`config.mk`:
```
export PLATFORM = sky130hd
export DESIGN_NAME = accum_xcel_ctrl
export DESIGN_NICKNAME = d
export VERILOG_FILES = /design/src/rtl/accum_xcel_pkg.sv /design/src/rtl/accum_xcel_ctrl_counter.sv /design/src/rtl/accum_xcel_ctrl.sv
export SDC_FILE = /design/constraint.sdc
export NUM_CORES = 1
export LEC_CHECK = 0
export BUFFER_PORTS_ARGS = -buffer_cell sky130_fd_sc_hd__buf_2
export CELL_PAD_IN_SITES_DETAIL_PLACEMENT = 2
export CELL_PAD_IN_SITES_GLOBAL_PLACEMENT = 2
export CORE_MARGIN = 10
export CORE_UTILIZATION = 29
export DETAILED_ROUTE_END_ITERATION = 8
export PLACE_DENSITY_LB_ADDON = 0.1
export SETUP_SLACK_MARGIN = 0.2
export SLEW_MARGIN = 20
export SYNTH_ARGS = -nofsm -noshare
export SYNTH_HDL_FRONTEND = slang
export SYNTH_SLANG_ARGS = --single-unit
```
`constraint.sdc`:
```
create_clock -name clk -period 2.6 [get_ports clk]
set_input_delay 0.52 -clock clk [delete_from_list [all_inputs] [get_ports clk]]
set_output_delay 0.52 -clock clk [all_outputs]
set_load 0.02 [all_outputs]
```
`src/rtl/accum_xcel_pkg.sv`:
```
// Shared types and constants for the accumulator accelerator control unit.
package accum_xcel_pkg;

  typedef enum logic [1:0] {IDLE, INIT, ACCUM, DONE} accum_state_t;

  localparam logic [15:0] START_ADDR_DEFAULT = 16'h0000;
  localparam logic [15:0] RUN_CYCLES_MAX     = 16'hFFFF;

endpackage

```
`src/rtl/accum_xcel_ctrl_counter.sv`:
```
// 16-bit loadable up-counter (the Counter_16b_RTL block) with synchronous reset.
module accum_xcel_ctrl_counter (
  input  logic        clk,
  input  logic        rst,
  input  logic        en,
  input  logic        load,
  input  logic [15:0] load_value,
  input  logic [15:0] incr,
  output logic [15:0] count
);

  logic [15:0] count_q;

  always_ff @(posedge clk) begin
    if (rst) begin
      count_q <= 16'h0000;
    end else if (load) begin
      count_q <= load_value;
    end else if (en) begin
      count_q <= count_q + incr;
    end
  end

  assign count = count_q;

endmodule

```
`src/rtl/accum_xcel_ctrl.sv`:
```
// Control FSM for the accumulator accelerator: sequences INIT/ACCUM/DONE for the datapath
// and tracks ACCUM cycles per run.
module accum_xcel_ctrl
  import accum_xcel_pkg::*;
#(
  parameter logic [15:0] START_ADDR = START_ADDR_DEFAULT
) (
  input  logic        clk,
  input  logic        rst,
  input  logic        go,
  output logic        busy,
  output logic        done,
  output logic [15:0] run_cycles,
  input  logic        mem_rdy,
  input  logic        equal,
  output logic        addr_counter_load,
  output logic [15:0] addr_counter_start,
  output logic        mem_val,
  output logic        add_en,
  output logic        rst_sel
);

  accum_state_t state_q, state_d;
  logic         cnt_load;
  logic         cnt_en;

  always_ff @(posedge clk) begin
    if (rst) begin
      state_q <= IDLE;
    end else begin
      state_q <= state_d;
    end
  end

  always_comb begin
    state_d           = state_q;
    busy              = 1'b0;
    done              = 1'b0;
    addr_counter_load = 1'b0;
    mem_val           = 1'b0;
    add_en            = 1'b0;
    rst_sel           = 1'b0;
    cnt_load          = 1'b0;
    cnt_en            = 1'b0;
    case (state_q)
      IDLE: begin
        if (go) state_d = INIT;
      end
      INIT: begin
        busy              = 1'b1;
        addr_counter_load = 1'b1;
        rst_sel           = 1'b1;
        add_en            = 1'b1;
        cnt_load          = 1'b1;
        state_d           = ACCUM;
      end
      ACCUM: begin
        busy    = 1'b1;
        // equal wins over mem_rdy: the final word has already been consumed
        mem_val = mem_rdy & ~equal;
        add_en  = mem_rdy & ~equal;
        cnt_en  = (run_cycles != RUN_CYCLES_MAX);
        if (equal) state_d = DONE;
      end
      DONE: begin
        busy    = 1'b1;
        done    = 1'b1;
        state_d = IDLE;
      end
      default: state_d = IDLE;
    endcase
  end

  assign addr_counter_start = START_ADDR;

  accum_xcel_ctrl_counter u_run_cycles (
    .clk        (clk),
    .rst        (rst),
    .en         (cnt_en),
    .load       (cnt_load),
    .load_value (16'h0000),
    .incr       (16'h0001),
    .count      (run_cycles)
  );

endmodule

```
After elaboration in Yosys (flattened, before gate mapping):

Cells that the tools add are included.

* bits in registers: 18
* input bits: 5
* output and inout bits: 38
* word-level logic and storage cells: 24

* add/subtract/negate cells: 1
* equal/unequal tests: 6
* muxes and demuxes: 9
* bitwise logic cells: 2
* reduce and logical (&&, ||, !) cells: 4

Operators with widths (count)
* $add A16 B1 Y16 const B: 1
* $ne A16 B16 Y1 const B: 1
* $pmux W2 S4: 1
* $mux W1: 5
* $eq A2 B2 Y1 const B: 2
* $mux W2: 2
* $ne A2 B2 Y1 const B: 2
* $reduce_or A3 Y1: 1
* $eq A2 B1 Y1 const B: 1
* $logic_not A2 Y1: 1
* $pmux W1 S2: 1
* $reduce_and A2 Y1: 1
* $reduce_or A2 Y1: 1
* $and A1 B1 Y1: 1
* $not A1 Y1: 1

Depth between registers and ports, before layout:

Gate-level depths: netlist of the first run.

* depth after elaboration: 3
* depth in mapped cells: 6
* gate-level depth less buffers: 6

Modules after synthesis:

From an unflattened synthesis of the first run, not the netlist that was laid out.

* cells, all modules: 212
* area, all modules: 1720.4 µm²

Modules (own cells, without submodules)
* accum_xcel_ctrl_counter: times used 1, cells an instance 167, area each 1376.3 µm²
* accum_xcel_ctrl: times used 1, cells an instance 45, area each 344.1 µm²

Worst setup path after synthesis of the first run:

Ideal clock, no wire load.

* path kind: register to register
* start point: reg u_run_cycles.count_q[0], in the netlist u_run_cycles.count[0]
* end point: reg u_run_cycles.count_q[14], in the netlist u_run_cycles.count[14]
* setup time: 0.070 ns
* arrival: 1.763 ns
* required time: 2.530 ns
* setup slack: 0.767 ns
* cell stages (with the launch flop): 6
* clock period less this slack: 1.833 ns
* path through: dfxtp_1 ha_1 and4_2 o211ai_1 or4_1 a21oi_1

* longest elaborated chain between the ends: 2
* elaborated cells between the ends (all ways): 3
* those cells by class: add/sub (1); eq/ne (1); mux (1)

Ends and longest elaborated chain
* from (decl): RTL line accum_xcel_ctrl_counter.sv:12 `logic [15:0] count_q;`
* from (signal assigned): RTL line accum_xcel_ctrl_counter.sv:18 `count_q <= load_value;`
* from (signal assigned): RTL line accum_xcel_ctrl_counter.sv:20 `count_q <= count_q + incr;`
* parallel branches: the longest is 2 deep, another holds $add A16 B1 Y16

Several ways; the timed one is not identified.
A chain may end at the register's enable or synchronous reset.

Worst setup path after layout of the first run:

* start point: reg state_q[0]
* end point: out add_en

* longest elaborated chain between the ends: 2
* elaborated cells between the ends (all ways): 3
* those cells by class: eq/ne (2); mux (1)

Ends and longest elaborated chain
* from (decl): RTL line accum_xcel_ctrl.sv:23 `accum_state_t state_q, state_d;`
* from (signal assigned): RTL line accum_xcel_ctrl.sv:31 `state_q <= state_d;`
* $eq A2 B2 Y1 or $eq A2 B1 Y1 (tied branches): RTL line accum_xcel_ctrl.sv:45 `case (state_q)`
* $pmux W1 S2 (*): RTL line accum_xcel_ctrl.sv:45
* to (decl): RTL line accum_xcel_ctrl.sv:19 `output logic add_en,`

Mark *: on every way between the ends. The rest lies on a longest branch, timed or not.

==> flow_metrics.env, run 1 <==
export IMPL_ctsHoldBuffers=0
export IMPL_rsz_0062_raised_after_global_routing="false"
export IMPL_cp_arrival_ns=1.57
export IMPL_initial_utilization=0.302
export IMPL_final_period_util=0.806
export IMPL_clock_power_share=0.275
export IMPL_power_per_cell_area_nw_per_um2=674
export IMPL_floorplan_die_area_um2=6720
export IMPL_number_of_setup_violations_in_the_final_report=0
export IMPL_core_area_um2=3690
export IMPL_postSynthRegisterBits=18
export IMPL_post_route_cell_area_um2=1280
export IMPL_critical_path_max_stage_delay_ns=0.38
export IMPL_global_route_usage_total=0.0962
export IMPL_synthesis_instances=129
export IMPL_routed_top_layer="met4"
export IMPL_wirelength_met1_um=1380
export IMPL_synth_flop_cell="dfxtp_1"
export IMPL_critical_path_max_fanout=6
export IMPL_finalMaxSlewViolations=0
export IMPL_grt_start_max_net_pins=17
export IMPL_gpl_final_weighted_congestion=0.770
export IMPL_cp_num_buf_inv=2
export IMPL_ctsHtreeMaxLevel=1
export IMPL_drt_wirelength_per_cell_um=15.7
export IMPL_total_met2_wirelength_after_detailed_routing_um=1560
export IMPL_fp_row_count=22
export IMPL_clock_tree_root_cell="clkbuf_8"
export IMPL_synthesis_area_um2=1110
export IMPL_post_cts_setup_buffers=0
export IMPL_run_status="finished, final reports clean"
export IMPL_comb_power_share=0.360
export IMPL_dpl_hpwl_um=2550
export IMPL_via_per_inst=4.81
export IMPL_detail_route_first_pass_iterations=2
export IMPL_syn_mean_instance_area_um2=8.63
export IMPL_internal_power_w=0.000530
export IMPL_dr_total_vias=977
export IMPL_critical_path_required_ns=2.08
export IMPL_wl_um=3190
export IMPL_crit_type="register to output pin"
export IMPL_layout_cells_most_common_list="26 x buf_2, 18 x dfxtp_1, 16 x conb_1"
export IMPL_met3RoutedLength_um=216
export IMPL_antennaDiodeCount=0
export IMPL_worst_pin_slew_ns=0.490
export IMPL_number_of_gates_given_a_new_drive_strength_after_cts=0
export IMPL_route_detailed_drc=0
export IMPL_worst_hold_slack_ns=0.442
export IMPL_total_switching_power_w=0.000330
export IMPL_cp_top_family="flip-flops"
export IMPL_grt_remaining_overflow=0
export IMPL_synth_lib_cells_used_distinct=33
export IMPL_number_of_buffers_added_by_the_clock_tree_synthesis_step=3
export IMPL_die_w_um=82.0
export IMPL_finish_net_count=167
export IMPL_cpMaxStageDelayCell="dfxtp_1"
export IMPL_async_reset_ff_frac=0
export IMPL_timing_max_cap_violations=0
export IMPL_drive_gt1_frac=0.239
export IMPL_final_fill_count=463
export IMPL_setup_crit_end_kind="output pin"
export IMPL_drt_antenna_violating_nets=0
export IMPL_final_common_cell="buf_2"
export IMPL_dr_first_iter_drc_count=22
export IMPL_critical_path_cell_sequence="inv_1 -> ha_1 -> and3_1 -> o21a_1 -> buf_2"
export IMPL_cts_num_sinks=18
export IMPL_worstSkewPairLatency_ns=0.26
export IMPL_start_kind="register"
export IMPL_vdd_ir_drop_max_mv=0.371
export IMPL_synth_yosys_seq_area_share=0.324
export IMPL_timing_hold_worst_class="primary input to register"
export IMPL_max_freq_mhz=477
export IMPL_count_of_final_hold_check_violations=0
export IMPL_number_of_global_route_vias_before_repair=1015
export IMPL_count_of_yosys_warnings_during_synthesis=0
export IMPL_port_buffer_count=26
export IMPL_seq_power_share=0.365
export IMPL_power_switching_fraction=0.383
export IMPL_leakagePower_nw=0.538
export IMPL_die_height_um=82.0
export IMPL_area_delta_synth_final_pct=14.6
export IMPL_clock_skew_final_ns=0.00358
export IMPL_clk_path_buf_depth=2
export IMPL_antenna_found_initial=0
export IMPL_tns_ns=0
export IMPL_grt_first_pass_wirelength_um=5050
export IMPL_pin_count=43
export IMPL_synth_edf_count=0
export IMPL_cts_reportedPaths_clkPinSlew_ns=0.07
export IMPL_fin_crit_ns=2.09
export IMPL_placed_area_um2=1220
export IMPL_tritoncts="built"
export IMPL_maxSlewHeadroom=0.669
==> cells in the mapped netlist, types with 2 or more instances <==
cell type,instances,share of area
and4_1,2,0.016
clkbuf_1,2,0.0067
buf_4,17,0.11
ha_1,6,0.067
inv_1,5,0.017
a21oi_1,11,0.049
nor2_1,8,0.027
or3_1,5,0.028
dfxtp_1,18,0.32
o21ai_0,6,0.027
xor2_1,4,0.031
nand2_1,5,0.017
nor3_1,2,0.0090
nand3_1,4,0.018
and4_2,2,0.018
or4_1,4,0.027
mux2i_1,2,0.018
nand4_1,7,0.039
o31ai_1,5,0.034
==> cells by family (layout without fill, tap and decap cells) <==
family	Yosys count	in the layout	share of synthesized area
other	1	16	0.00337
DFF	18	18	0.324
muxes	2	2	0.0180
and+or+nand+nor	46	46	0.244
xor gates and xnor gates	5	5	0.0393
buffers and inverters	25	36	0.148
AOI/OAI and AO/OA	26	26	0.156
adders and majority gates	6	6	0.0674
==> worst reg2reg max path: stages, from the launching register on <==
cell and delay (ns):
dfxtp_1 0.34, inv_1 0.11, ha_1 0.30, and4_2 0.29, o211ai_1 0.17, or4_1 0.54, a21oi_1 0.15
==> per-stage QoR <==
| stage | instances | total power, W | setup WS, ns | util |
|---|---|---|---|---|
| after global placement | 199 | 0.000626 | 0.700 | 0.331 |
| final | 203 | 0.000860 | 0.505 | 0.346 |
| after floorplan | 144 | 0.000578 | 0.767 | - |
| after global routing | 203 | 0.000928 | 0.406 | 0.346 |
| after CTS | 203 | 0.000882 | 0.479 | 0.346 |
| after detailed placement | 199 | 0.000639 | 0.633 | 0.331 |
==> power groups by stage <==
stage	logic [W]	registers (W)	clock network, W
after floorplan	0.000257	0.000321	0
after global placement	0.000307	0.000319	0
after detailed placement	0.000319	0.000320	0
after CTS	0.000318	0.000314	0.000249
after global routing	0.000346	0.000317	0.000265
final	0.000310	0.000314	0.000236
==> path summary, 6_finish.rpt <==
path,cells after the start,startpoint,slack [ns],to
setup reg to reg,6,state_q[0]$_SDFFE_PP0P_,0.63,u_run_cycles.count[14]$_SDFFE_PP0P_
setup / recovery,5,state_q[0]$_SDFFE_PP0P_,0.51,add_en
hold / removal,2,rst,0.44,state_q[1]$_SDFFE_PP0P_
hold reg to reg,2,u_run_cycles.count[15]$_SDFFE_PP0P_,0.53,u_run_cycles.count[15]$_SDFFE_PP0P_
==> metal layers <==
layer	GRT usage	vias up
met4	0.0408	0
met3	0.0262	4
met5	0	-
met2	0.165	22
li1	-	485
met1	0.110	466
==> registers in the layout (all words and copies together) (netlist names) <==
| name | flops |
|---|---|
| state_q | 2 |
| u_run_cycles.count | 16 |
==> area by class of cell <==
class                           count  area (um2)  share of cell area
Multi-Input combinational cell    101         644               0.505
Sequential cell                    18         360               0.282
Timing Repair Buffer               27         138               0.108
Tap cell                           48        60.1              0.0471
Clock buffer                        4        55.1              0.0431
Inverter                            5        18.8              0.0147
Power figures use the tool's default switching activity.
==> run 2, diff against run 1 <==
CORE_UTILIZATION = 24   (was 29)
clock period = 1.9 ns   (was 2.6 ns; I/O delays follow)
==> run 2 against run 1 <==
Clock power grew 38%. Setup slack lost 0.30 ns. Non-clock buffer count grew 15. First-iteration DRC count shrank 23%. Critical path depth is the same. Utilization shrank 0.56 points. Clock skew shrank 0.0025 ns.
==> flow_metrics.env, run 2 (synthesized netlist as in run 1, its figures left out) <==
export IMPL_antennaDiodeCount=0
export IMPL_antenna_found_initial=0
export IMPL_clock_skew_final_ns=0.00108
export IMPL_finalMaxSlewViolations=0
export IMPL_worst_hold_slack_ns=0.295
export IMPL_grt_first_pass_wirelength_um=5850
export IMPL_crit_type="register to register"
export IMPL_ff2ff_path_depth=5
export IMPL_ctsHoldBuffers=0
export IMPL_setup_reg_to_reg_worst_slack_ns=0.21
export IMPL_reg2reg_to="u_run_cycles.count[14]$_SDFFE_PP0P_"
export IMPL_hold_path_startpoint="rst"
export IMPL_timing_max_cap_violations=0
export IMPL_reg2reg_from="u_run_cycles.count[0]$_SDFFE_PP0P_"
export IMPL_critical_path_required_ns=2.09
export IMPL_leakagePower_nw=0.620
export IMPL_number_of_setup_violations_in_the_final_report=0
export IMPL_clk_path_buf_depth=2
export IMPL_vdd_ir_drop_max_mv=0.465
export IMPL_grt_start_max_net_pins=17
export IMPL_run_status="finished, final reports clean"
export IMPL_rsz_0062_raised_after_global_routing="true"
export IMPL_dpl_hpwl_um=2730
export IMPL_die_height_um=88.1
export IMPL_cp_arrival_ns=1.88
export IMPL_cts_reportedPaths_clkPinSlew_ns=0.08
export IMPL_power_per_cell_area_nw_per_um2=896
export IMPL_setup_crit_end_kind="register"
export IMPL_die_w_um=88.1
export IMPL_cp_top_family="simple AND/OR/NAND/NOR gates"
export IMPL_area_sequential_um2=395
export IMPL_drt_wirelength_per_cell_um=16.9
export IMPL_dr_first_iter_drc_count=17
export IMPL_tns_ns=0
export IMPL_cts_num_sinks=18
export IMPL_number_of_buffers_added_by_the_clock_tree_synthesis_step=3
export IMPL_route_detailed_drc=0
export IMPL_fp_row_count=24
export IMPL_drt_antenna_violating_nets=0
export IMPL_dr_total_vias=1071
export IMPL_drive_gt1_frac=0.471
export IMPL_detail_route_first_pass_iterations=2
export IMPL_critical_path_max_stage_delay_ns=0.54
export IMPL_cpMaxStageDelayCell="or4_1"
export IMPL_start_kind="register"
export IMPL_pin_count=43
export IMPL_wl_um=3750
export IMPL_clock_tree_root_cell="clkbuf_8"
export IMPL_floorplan_die_area_um2=7760
export IMPL_fin_crit_ns=1.69
export IMPL_max_freq_mhz=591
export IMPL_ctsHtreeMaxLevel=1
export IMPL_final_common_cell="buf_2"
export IMPL_largest_register_ff_count=16
export IMPL_critical_path_cell_sequence="ha_4 -> and4_2 -> o211ai_1 -> or4_1 -> a21oi_2"
export IMPL_critical_path_max_fanout=6
export IMPL_via_per_inst=4.82
export IMPL_finish_net_count=182
export IMPL_port_buffer_count=26
export IMPL_layout_cells_most_common_list="25 x buf_2, 16 x conb_1, 15 x buf_4"
export IMPL_worstSkewPairLatency_ns=0.25
export IMPL_final_fill_count=534
export IMPL_timing_hold_worst_class="primary input to register"
export IMPL_global_route_usage_total=0.0940
export IMPL_timing_hold_worst_path_depth=2
export IMPL_multi_input_gate_area_um2=706
export IMPL_final_period_util=0.891
export IMPL_tritoncts="built"
export IMPL_hold_end="state_q[1]$_SDFFE_PP0P_"
export IMPL_gpl_final_weighted_congestion=0.734
export IMPL_area_delta_synth_final_pct=34.9
export IMPL_core_area_um2=4410
export IMPL_count_of_final_hold_check_violations=0
export IMPL_initial_utilization=0.252
export IMPL_cp_num_buf_inv=0
export IMPL_number_of_global_route_vias_before_repair=1201
export IMPL_grt_remaining_overflow=0
## run 2: cell types whose count changed in the layout (fill, tap and decap cells not counted), sizes merged
cell / change
buf: +15
## run 2: worst max-delay path by stage
stage               slack [ns]                                  end                                from  depth (start not counted)
finish                    0.21  u_run_cycles.count[14]$_SDFFE_PP0P_  u_run_cycles.count[0]$_SDFFE_PP0P_                          5
global route              0.11  u_run_cycles.count[14]$_SDFFE_PP0P_  u_run_cycles.count[0]$_SDFFE_PP0P_                          5
CTS                       0.16  u_run_cycles.count[14]$_SDFFE_PP0P_  u_run_cycles.count[0]$_SDFFE_PP0P_                          5
detailed placement        0.09  u_run_cycles.count[14]$_SDFFE_PP0P_             state_q[0]$_SDFFE_PP0P_                          6
global placement          0.19  u_run_cycles.count[14]$_SDFFE_PP0P_             state_q[0]$_SDFFE_PP0P_                          6
floorplan                 0.18  u_run_cycles.count[14]$_SDFFE_PP0P_  u_run_cycles.count[0]$_SDFFE_PP0P_                          5
## run 2: cell type report
type / instances / area share
sequential: 18 / 0.263
tap: 52 / 0.0433
inverter: 5 / 0.0142
timing repair buffer: 42 / 0.173
clock buffer: 4 / 0.0366
multi-input combinational: 101 / 0.470
## run 2: timing repair
| item | in CTS | in global routing |
|---|---|---|
| setup buffers | 5 | 8 |
| pin swaps | 2 | 10 |
| endpoints found under the setup margin | 8 | 15 |
| resized for setup | 10 | 15 |
## run 2: where the power goes
group          internal (W)  switching (W)
Clock              0.000184       0.000140
Sequential         0.000407      0.0000354
Combinational      0.000251       0.000328
Total              0.000842       0.000504
## run 2: per-stage QoR
stage | cells | cell area, um2 | setup WS [ns] | util | total power, W
2_1_floorplan | 144 | 1200 | 0.180 | - | 0.000808
3_5_place_dp | 205 | 1270 | 0.0883 | 0.288 | 0.000910
3_3_place_gp | 205 | 1270 | 0.186 | 0.288 | 0.000892
5_1_grt | 222 | 1500 | 0.105 | 0.340 | 0.00146
6_report | 222 | 1500 | 0.208 | 0.340 | 0.00135
4_1_cts | 214 | 1380 | 0.161 | 0.313 | 0.00128
## run 2: metal layers
metal | vias up | routed length [um] | global-route usage | part of all wire
met4 | 0 | 20 | 0.0300 | 0.0053
met2 | 28 | 1940 | 0.169 | 0.52
li1 | 521 | - | - | -
met5 | - | 0 | 0 | 0
met1 | 520 | 1530 | 0.102 | 0.41
met3 | 2 | 264 | 0.0297 | 0.070
## run 2: worst reg2reg max path: cells and delay by family (launching register included)
kind | cells | cell delay (ns)
simple gates | 2 | 0.80
flops | 1 | 0.39
compound gates | 2 | 0.27
fa+ha+maj | 1 | 0.17
